`src/rtl/aes_pkg.sv`:
```
// Shared AES definitions for the key schedule.
//
// Contents:
//   AES_NUM_ROUNDS  last round-key index for AES-128 (10)
//   AES_RCON_INIT   first round constant (8'h01)
//   ke_state_e      key-expander state encoding (IDLE, EMIT, SUB, COMPUTE)
//   rot_word()      cyclic left rotate of a 32-bit word by one byte
//   xtime()         multiply by x in GF(2^8) modulo x^8+x^4+x^3+x+1
package aes_pkg;

    localparam int         AES_NUM_ROUNDS = 10;
    localparam logic [7:0] AES_RCON_INIT  = 8'h01;

    typedef enum logic [1:0] {
        IDLE    = 2'd0,
        EMIT    = 2'd1,
        SUB     = 2'd2,
        COMPUTE = 2'd3
    } ke_state_e;

    function automatic logic [31:0] rot_word(input logic [31:0] w);
        return {w[23:0], w[31:24]};
    endfunction

    function automatic logic [7:0] xtime(input logic [7:0] b);
        return {b[6:0], 1'b0} ^ (b[7] ? 8'h1b : 8'h00);
    endfunction

endpackage

```
`src/rtl/key_round_step.sv`:
```
// One AES-128 key-schedule round, purely combinational.
//
// Ports:
//   prevKey  [127:0]  previous round key, [127:96] is w0
//   subWord  [31:0]   SubWord(RotWord(w3)) of prevKey
//   rcon     [7:0]    round constant for this step
//   nextKey  [127:0]  following round key, [127:96] is the first word
module key_round_step (
    input  logic [127:0] prevKey,
    input  logic [31:0]  subWord,
    input  logic [7:0]   rcon,
    output logic [127:0] nextKey
);

    logic [31:0] t;
    logic [31:0] n0, n1, n2, n3;

    // Each new word chains off the one just produced, so the four XORs
    // form a ripple rather than four independent terms.
    always_comb begin
        t  = subWord ^ {rcon, 24'h0};
        n0 = prevKey[127:96] ^ t;
        n1 = prevKey[95:64]  ^ n0;
        n2 = prevKey[63:32]  ^ n1;
        n3 = prevKey[31:0]   ^ n2;
        nextKey = {n0, n1, n2, n3};
    end

endmodule

```
`src/rtl/key_expander.sv`:
```
// Iterative AES-128 key schedule. Takes a cipher key on start and emits
// round keys 0..NUM_ROUNDS in order on a valid/ready stream. The S-box is
// external: this block drives the word to substitute and uses the reply.
//
// Ports:
//   clk, reset           clock, synchronous active-high reset
//   start, keyIn         new-schedule request (taken only while ready=1)
//   ready                idle, able to accept start
//   roundKey, roundKeyIndex, roundKeyValid, roundKeyReady
//                        round-key stream; a key transfers on the cycle
//                        where roundKeyValid && roundKeyReady, and key and
//                        index stay stable while valid is high and ready low
//   done                 one-cycle pulse after the last key transfers
//   sBoxRequest          word to substitute (zero when not being looked up)
//   sBoxResponse         S-box of sBoxRequest
//
// Build option KEY_EXPANDER_SBOX_REG_EN: registers the S-box reply in an
// extra SUB state ahead of COMPUTE, cutting the combinational path through
// the S-box at the cost of one extra cycle per key.
module key_expander
    import aes_pkg::*;
#(
    parameter int         NUM_ROUNDS = AES_NUM_ROUNDS,
    parameter logic [7:0] RCON_INIT  = AES_RCON_INIT
) (
    input  logic         clk,
    input  logic         reset,
    input  logic         start,
    input  logic [127:0] keyIn,
    output logic         ready,
    output logic [127:0] roundKey,
    output logic [3:0]   roundKeyIndex,
    output logic         roundKeyValid,
    input  logic         roundKeyReady,
    output logic         done,
    output logic [31:0]  sBoxRequest,
    input  logic [31:0]  sBoxResponse
);

    ke_state_e    state_q, state_d;
    logic [127:0] key_q, key_d;
    logic [3:0]   idx_q, idx_d;
    logic [7:0]   rcon_q, rcon_d;
    logic         done_q, done_d;

    logic         handshake;
    logic         last_key;
    logic [31:0]  sub_word;
    logic [127:0] next_key;

    assign handshake = roundKeyValid && roundKeyReady;
    assign last_key  = (idx_q == 4'(NUM_ROUNDS));

`ifdef KEY_EXPANDER_SBOX_REG_EN
    logic [31:0] sub_q;

    always_ff @(posedge clk) begin
        if (reset) begin
            sub_q <= '0;
        end else if (state_q == SUB) begin
            sub_q <= sBoxResponse;
        end
    end

    assign sub_word = sub_q;
`else
    assign sub_word = sBoxResponse;
`endif

    key_round_step u_step (
        .prevKey (key_q),
        .subWord (sub_word),
        .rcon    (rcon_q),
        .nextKey (next_key)
    );

    // State register and datapath registers.
    always_ff @(posedge clk) begin
        if (reset) begin
            state_q <= IDLE;
            key_q   <= '0;
            idx_q   <= '0;
            rcon_q  <= RCON_INIT;
            done_q  <= 1'b0;
        end else begin
            state_q <= state_d;
            key_q   <= key_d;
            idx_q   <= idx_d;
            rcon_q  <= rcon_d;
            done_q  <= done_d;
        end
    end

    // Next-state logic.
    always_comb begin
        state_d = state_q;
        case (state_q)
            IDLE: begin
                if (start) begin
                    state_d = EMIT;
                end
            end
            EMIT: begin
                if (handshake) begin
`ifdef KEY_EXPANDER_SBOX_REG_EN
                    state_d = last_key ? IDLE : SUB;
`else
                    state_d = last_key ? IDLE : COMPUTE;
`endif
                end
            end
            SUB:     state_d = COMPUTE;
            COMPUTE: state_d = EMIT;
            default: state_d = IDLE;
        endcase
    end

    // Datapath next values.
    always_comb begin
        key_d  = key_q;
        idx_d  = idx_q;
        rcon_d = rcon_q;
        done_d = 1'b0;
        case (state_q)
            IDLE: begin
                if (start) begin
                    key_d  = keyIn;
                    idx_d  = '0;
                    rcon_d = RCON_INIT;
                end
            end
            EMIT: begin
                done_d = handshake && last_key;
            end
            COMPUTE: begin
                key_d  = next_key;
                idx_d  = idx_q + 4'd1;
                rcon_d = xtime(rcon_q);
            end
            default: ;
        endcase
    end

    // Outputs decoded from state.
    always_comb begin
        ready         = 1'b0;
        roundKeyValid = 1'b0;
        sBoxRequest   = '0;
        case (state_q)
            IDLE: ready = 1'b1;
            EMIT: roundKeyValid = 1'b1;
`ifdef KEY_EXPANDER_SBOX_REG_EN
            SUB:  sBoxRequest = rot_word(key_q[31:0]);
`else
            COMPUTE: sBoxRequest = rot_word(key_q[31:0]);
`endif
            default: ;
        endcase
    end

    assign roundKey      = key_q;
    assign roundKeyIndex = idx_q;
    assign done          = done_q;

endmodule

```
`config.mk`:
```
export PLATFORM = sky130hd
export DESIGN_NAME = key_expander
export DESIGN_NICKNAME = d
export VERILOG_FILES = /design/src/rtl/aes_pkg.sv /design/src/rtl/key_round_step.sv /design/src/rtl/key_expander.sv
export SDC_FILE = /design/constraint.sdc
export NUM_CORES = 1
export LEC_CHECK = 0
export BUFFER_PORTS_ARGS = -buffer_cell sky130_fd_sc_hd__clkbuf_2
export CAP_MARGIN = 40
export CELL_PAD_IN_SITES_DETAIL_PLACEMENT = 1
export CELL_PAD_IN_SITES_GLOBAL_PLACEMENT = 2
export CORE_ASPECT_RATIO = 0.6
export CORE_MARGIN = 5
export CORE_UTILIZATION = 27
export CTS_CLUSTER_SIZE = 20
export DETAILED_ROUTE_END_ITERATION = 8
export GPL_ROUTABILITY_DRIVEN = 0
export PLACE_DENSITY = 0.79
export SLEW_MARGIN = 20
export SYNTH_ARGS = -nofsm -noshare
export SYNTH_HDL_FRONTEND = slang
export SYNTH_SLANG_ARGS = --single-unit
```
`constraint.sdc`:
```
create_clock -name clk -period 3.3 [get_ports clk]
set_input_delay 0.495 -clock clk [delete_from_list [all_inputs] [get_ports clk]]
set_output_delay 0.495 -clock clk [all_outputs]
set_load 0.005 [all_outputs]
```
* Word-level counts from Yosys, hierarchy flattened
Cells that the tools add are included.
Storage, ports and cells: flip-flop bits (word level) 143, input port bits 164, output and inout bits 167, word-level logic and storage cells 40
Cells by class: add/subtract/negate cells 1, eq/ne operators 6, muxes and demuxes 14, bitwise operators 7, reductions and logical operators 7
Operators by type and width (number):
- $pmux 128 s2 | 1
- $xor 32x32->32 | 5
- $mux 128 | 1
- $mux 32 | 1
- $pmux 8 s2 | 1
- $mux 8 | 1
- $pmux 2 s4 | 1
- $pmux 4 s2 | 1
- $xor 8x5->8 | 1
- $mux 2 | 3
- $mux 5 | 1
- $add 4x1->4 const B | 1
- $eq 2x2->1 const B | 2
- $eq 4x4->1 const B | 1
- $mux 4 | 1
- $ne 2x2->1 const B | 2
- $reduce_and 2->1 | 2
- $eq 2x1->1 const B | 1
- $logic_and 1x1->1 | 2
- $logic_not 2->1 | 1
- $mux 1 | 2
- $reduce_bool 2->1 | 1
- $reduce_or 2->1 | 1
- $not 1->1 | 1

* Logic depth before layout (Yosys ltp)
depth after elaboration 6, gate-level depth with buffers 9, mapped depth without buffers 6

* Hierarchy
From an unflattened synthesis, not the netlist that was laid out.
Unflattened totals: cell total of the unflattened synthesis 859, area total of the unflattened synthesis 8637.0 µm²
Modules (own cells, without submodules):
- key_expander | times used 1, cells each 684, area an instance 7086.8 µm², sequential area each 2862.7 µm²
- key_round_step | times used 1, cells each 175, area an instance 1550.2 µm², sequential area each 0.0 µm²

* Worst setup path after synthesis
OpenSTA, ideal clock, no wires.
path type flip-flop to output port, start register state_q[0], end output port sBoxRequest[25], arrival time 1.411 ns, required time 2.805 ns, slack 1.394 ns, stages on the path, launching flop included 7, buffers on the path 4, path through dfxtp_1 ha_1 buf_2 buf_2 buf_2 clkbuf_1 and2_1
On the way: cells in the longest elaborated chain, start to end 2
RTL lines:
- start: declaration | line key_expander.sv:40 | ke_state_e state_q, state_d;
- start signal: assignment | line key_expander.sv:86 | state_q <= state_d;
- $eq 2x2->1 | line key_expander.sv:149 | case (state_q)
- $mux 32 | line key_expander.sv:149
- end: declaration | line key_expander.sv:36 | output logic [31:0] sBoxRequest,
No other way between the ends.

* Final worst setup path
start register state_q[0], end register key_q[21], in the netlist roundKey[21]
On the way: cells in the longest elaborated chain, start to end 3, elaborated cells on any way between the ends 6, classes of those cells eq/ne: 2; mux: 1; reduce/logical: 3
RTL lines:
- $eq 2x2->1 or $logic_not 2->1 (tied branches) | line key_expander.sv:124 | case (state_q)
- $reduce_bool 2->1 (no source line) or $ne 2x2->1 (tied branches)
- $reduce_and 2->1 (no source line)
- end signal: assignment | line key_expander.sv:87 | key_q <= key_d;
- end: declaration | line key_expander.sv:41 | logic [127:0] key_q, key_d;
Parallel ways exist; a longest one is shown, timed or not. A chain may end at the register's enable or synchronous reset.

==> reports/results.ini <==
[clock_network]
clk_latency_ns = 0.44
numCtsBuffers = 17
cts_root_buf = clkbuf_16
ctsHoldBuffers = 0
clock_sink_count = 143
clk_pin_slew_ns = 0.07
cts_setup_buffers = 0
clock_path_buffers = 2
cts_tree = yes
post_cts_resized = 0
h-tree-depth = 4

[floorplan]
die_area_sq_um = 33500
coreArea_sq_um = 29100
io_pins = 331
start_util_pct = 27.7
placementRows = 48
fp.dieH_um = 144
dieWidth_um = 233

[worst_setup_path]
critPathMaxFanout = 15
required_ns = 3.64
crit_chain = inv_1 > ha_1 > nor2b_1 > nor2_4 > buf_4 > and3_1 > nor4_1
arrival_ns = 3.08
crit_family = simple AND/OR/NAND/NOR gates
cpMaxStageDelayCell = nor2b_1
crit-reg2reg-launch = state_q[0]
slowest_delay_ns = 0.73
crit_type = reg -> reg
critPathLaunchType = register
path_buf_inv = 2
crit_start = state_q[0]
crit_path_end_kind = register

[routing]
viasPerCell = 5.22
firstDrtPassIters = 4
drc = 0
wl_mm = 34.0
wl_per_cell_um = 21.2
vias = 8385
drt-initial-drc-count = 364
postRouteAntennaNets = 0

[placed_design]
dp_hpwl_mm = 24.2
post-place-ws_ns = 0.581
io_buffers = 330
placedCellCount = 1572
post_dp_cell_area_sq_um = 10000

[sta]
finalHoldViolations = 0
rsz0062_at_grt = no
setup_viol = 0
tightest_slew_ns = 0.811
fin_skew_ns = 0.0111
fmax_mhz = 365
fin_crit_ns = 2.74
slew_violations = 0
finalSetupTns_ns = 0
layout_setup_ws_ns = 0.557
max_slew_margin_pct = 45.9
timing.final.crit_share_pct = 83.1

[finish]
final_cell_count_no_fill = 1605
diodes = 0
area_growth_pct = 33.3
fin_area_sq_um = 10700
drive_above_1_share_pct = 32.0
nNetsFinal = 1363

[pwr]
total_leakage_power_nw = 4.67
p_sw_share_pct = 35.2
clkPwrFrac_pct = 32.0
p_per_area_nw_per_um2 = 642
p_total_w = 0.00688
netSwitchingPower_w = 0.00242
p_int_w = 0.00446
combPwrFrac_pct = 33.9
p_seq_share_pct = 34.1
vdd_drop_max_mv = 0.314

[synth]
synthArstFlopShare_pct = 0
synth_cells = 907
synth_warnings = 0
ys.flop_type = dfxtp_1
synth_edf_count = 0
yosysSeqAreaShare_pct = 35.6
syn_area_sq_um = 8040
syn_avg_cell_area_sq_um = 8.87
ys_seq_elements = 143
ys_types = 38
syn-num-nets = 1077

[outcome]
status = complete, no violations

[global_route]
grt_remaining_overflow = 0
use_met2_pct = 30.3
groute.usage.overall_pct = 19.6
grt_max_degree = 93
grt_pass1_vias = 8604
use_met3_pct = 5.63
global_route.usage.met1_pct = 27.1
grt-busiest-layer = met2
grt_pass1_wl_mm = 51.2
antenna_found_initial = 0

[flow_run]
maxCapViolations = 0

[worst_hold_path]
hp-start = roundKeyReady
holdCritPathClass = in -> reg

tightest hold or removal path: stages:
cell and delay (ns):
clkbuf_2 0.10, nand2_1 0.06, nor3_1 0.04
area by class of cell:
type / instances / area (sq um)
clock inverters: 10 / 183
flip-flops and latches: 143 / 2860
repair buffers: 349 / 1890
inverters: 7 / 26.3
clock buffers: 21 / 470
multi-input cells: 675 / 4800
fillers: 3515 / 18300
well taps: 400 / 500
cells in the final DEF, fill, tap and decap left out, types with 12 or more instances in the layout:
master | synthesis | layout
a21oi_1 | 44 | 44
or4_1 | 20 | 20
nand3b_1 | 23 | 23
and2_1 | 32 | 32
o211ai_1 | 16 | 16
clkbuf_16 | 0 | 17
xnor3_1 | 32 | 32
o21ai_0 | 56 | 56
xor2_1 | 13 | 13
dfxtp_1 | 143 | 143
a31oi_1 | 24 | 24
nor2_1 | 55 | 54
clkbuf_2 | 0 | 329
nand3_1 | 25 | 25
xnor2_1 | 40 | 40
a211oi_1 | 64 | 64
o22ai_1 | 60 | 60
buf_4 | 8 | 12
nand2_1 | 74 | 74
a41o_1 | 20 | 20
a221oi_1 | 20 | 20
layer usage:
metal,vias to the layer above,wire [um],share of wire [%]
li1,4001,-,-
met1,4090,16300,48
met2,255,15000,44
met3,39,2140,6.3
met4,0,554,1.6
met5,-,0,0
path summary, 6_finish.rpt:
kind	to	slack, ns	depth (start not counted)
setup / recovery	roundKey[21]	0.56	7
hold reg to reg	roundKey[123]	0.47	2
hold / removal	done	0.30	3
setup reg to reg	roundKey[21]	0.56	7
synthesized netlist by cell type (all sizes together), types with 25 or more instances:
library cell / n / area [sq um]
o21ai: 57 / 289
clkbuf: 41 / 154
xnor2: 40 / 350
nand2: 74 / 278
xnor3: 32 / 721
a211oi: 64 / 480
dfxtp: 143 / 2860
o22ai: 60 / 375
a21oi: 44 / 220
buf: 41 / 235
nand3: 25 / 125
nor2: 55 / 206
and2: 32 / 200
metrics by stage:
step / utilization, % / hold slack (ns)
floorplan: - / 0.462
global placement: 34.5 / 0.461
detailed placement: 34.5 / 0.469
CTS: 36.8 / 0.267
global route: 36.9 / 0.288
finish: 36.9 / 0.300
flip-flops by register name, indices dropped and copies added (netlist names):
signal / cells
done: 1
state_q: 2
roundKeyIndex: 4
rcon_q: 8
roundKey: 128
cell families after synthesis:
group / after synthesis / share of synthesized area, %
AOI/OAI and AO/OA: 330 / 27.6
DFF: 143 / 35.6
and+or+nand+nor: 253 / 15.8
muxes: 1 / 0.187
buffers and inverters: 89 / 5.16
adders and majority gates: 6 / 0.933
xor gates and xnor gates: 85 / 14.7
power groups by stage:
stage / combinational (W) / clock, W / sequential [W]
after floorplan: 0.00149 / 0 / 0.00231
after global placement: 0.00229 / 0 / 0.00237
after detailed placement: 0.00233 / 0 / 0.00238
after CTS: 0.00235 / 0.00225 / 0.00235
after global routing: 0.00254 / 0.00232 / 0.00240
final: 0.00233 / 0.00220 / 0.00235
(Power assumes the default switching activity.)
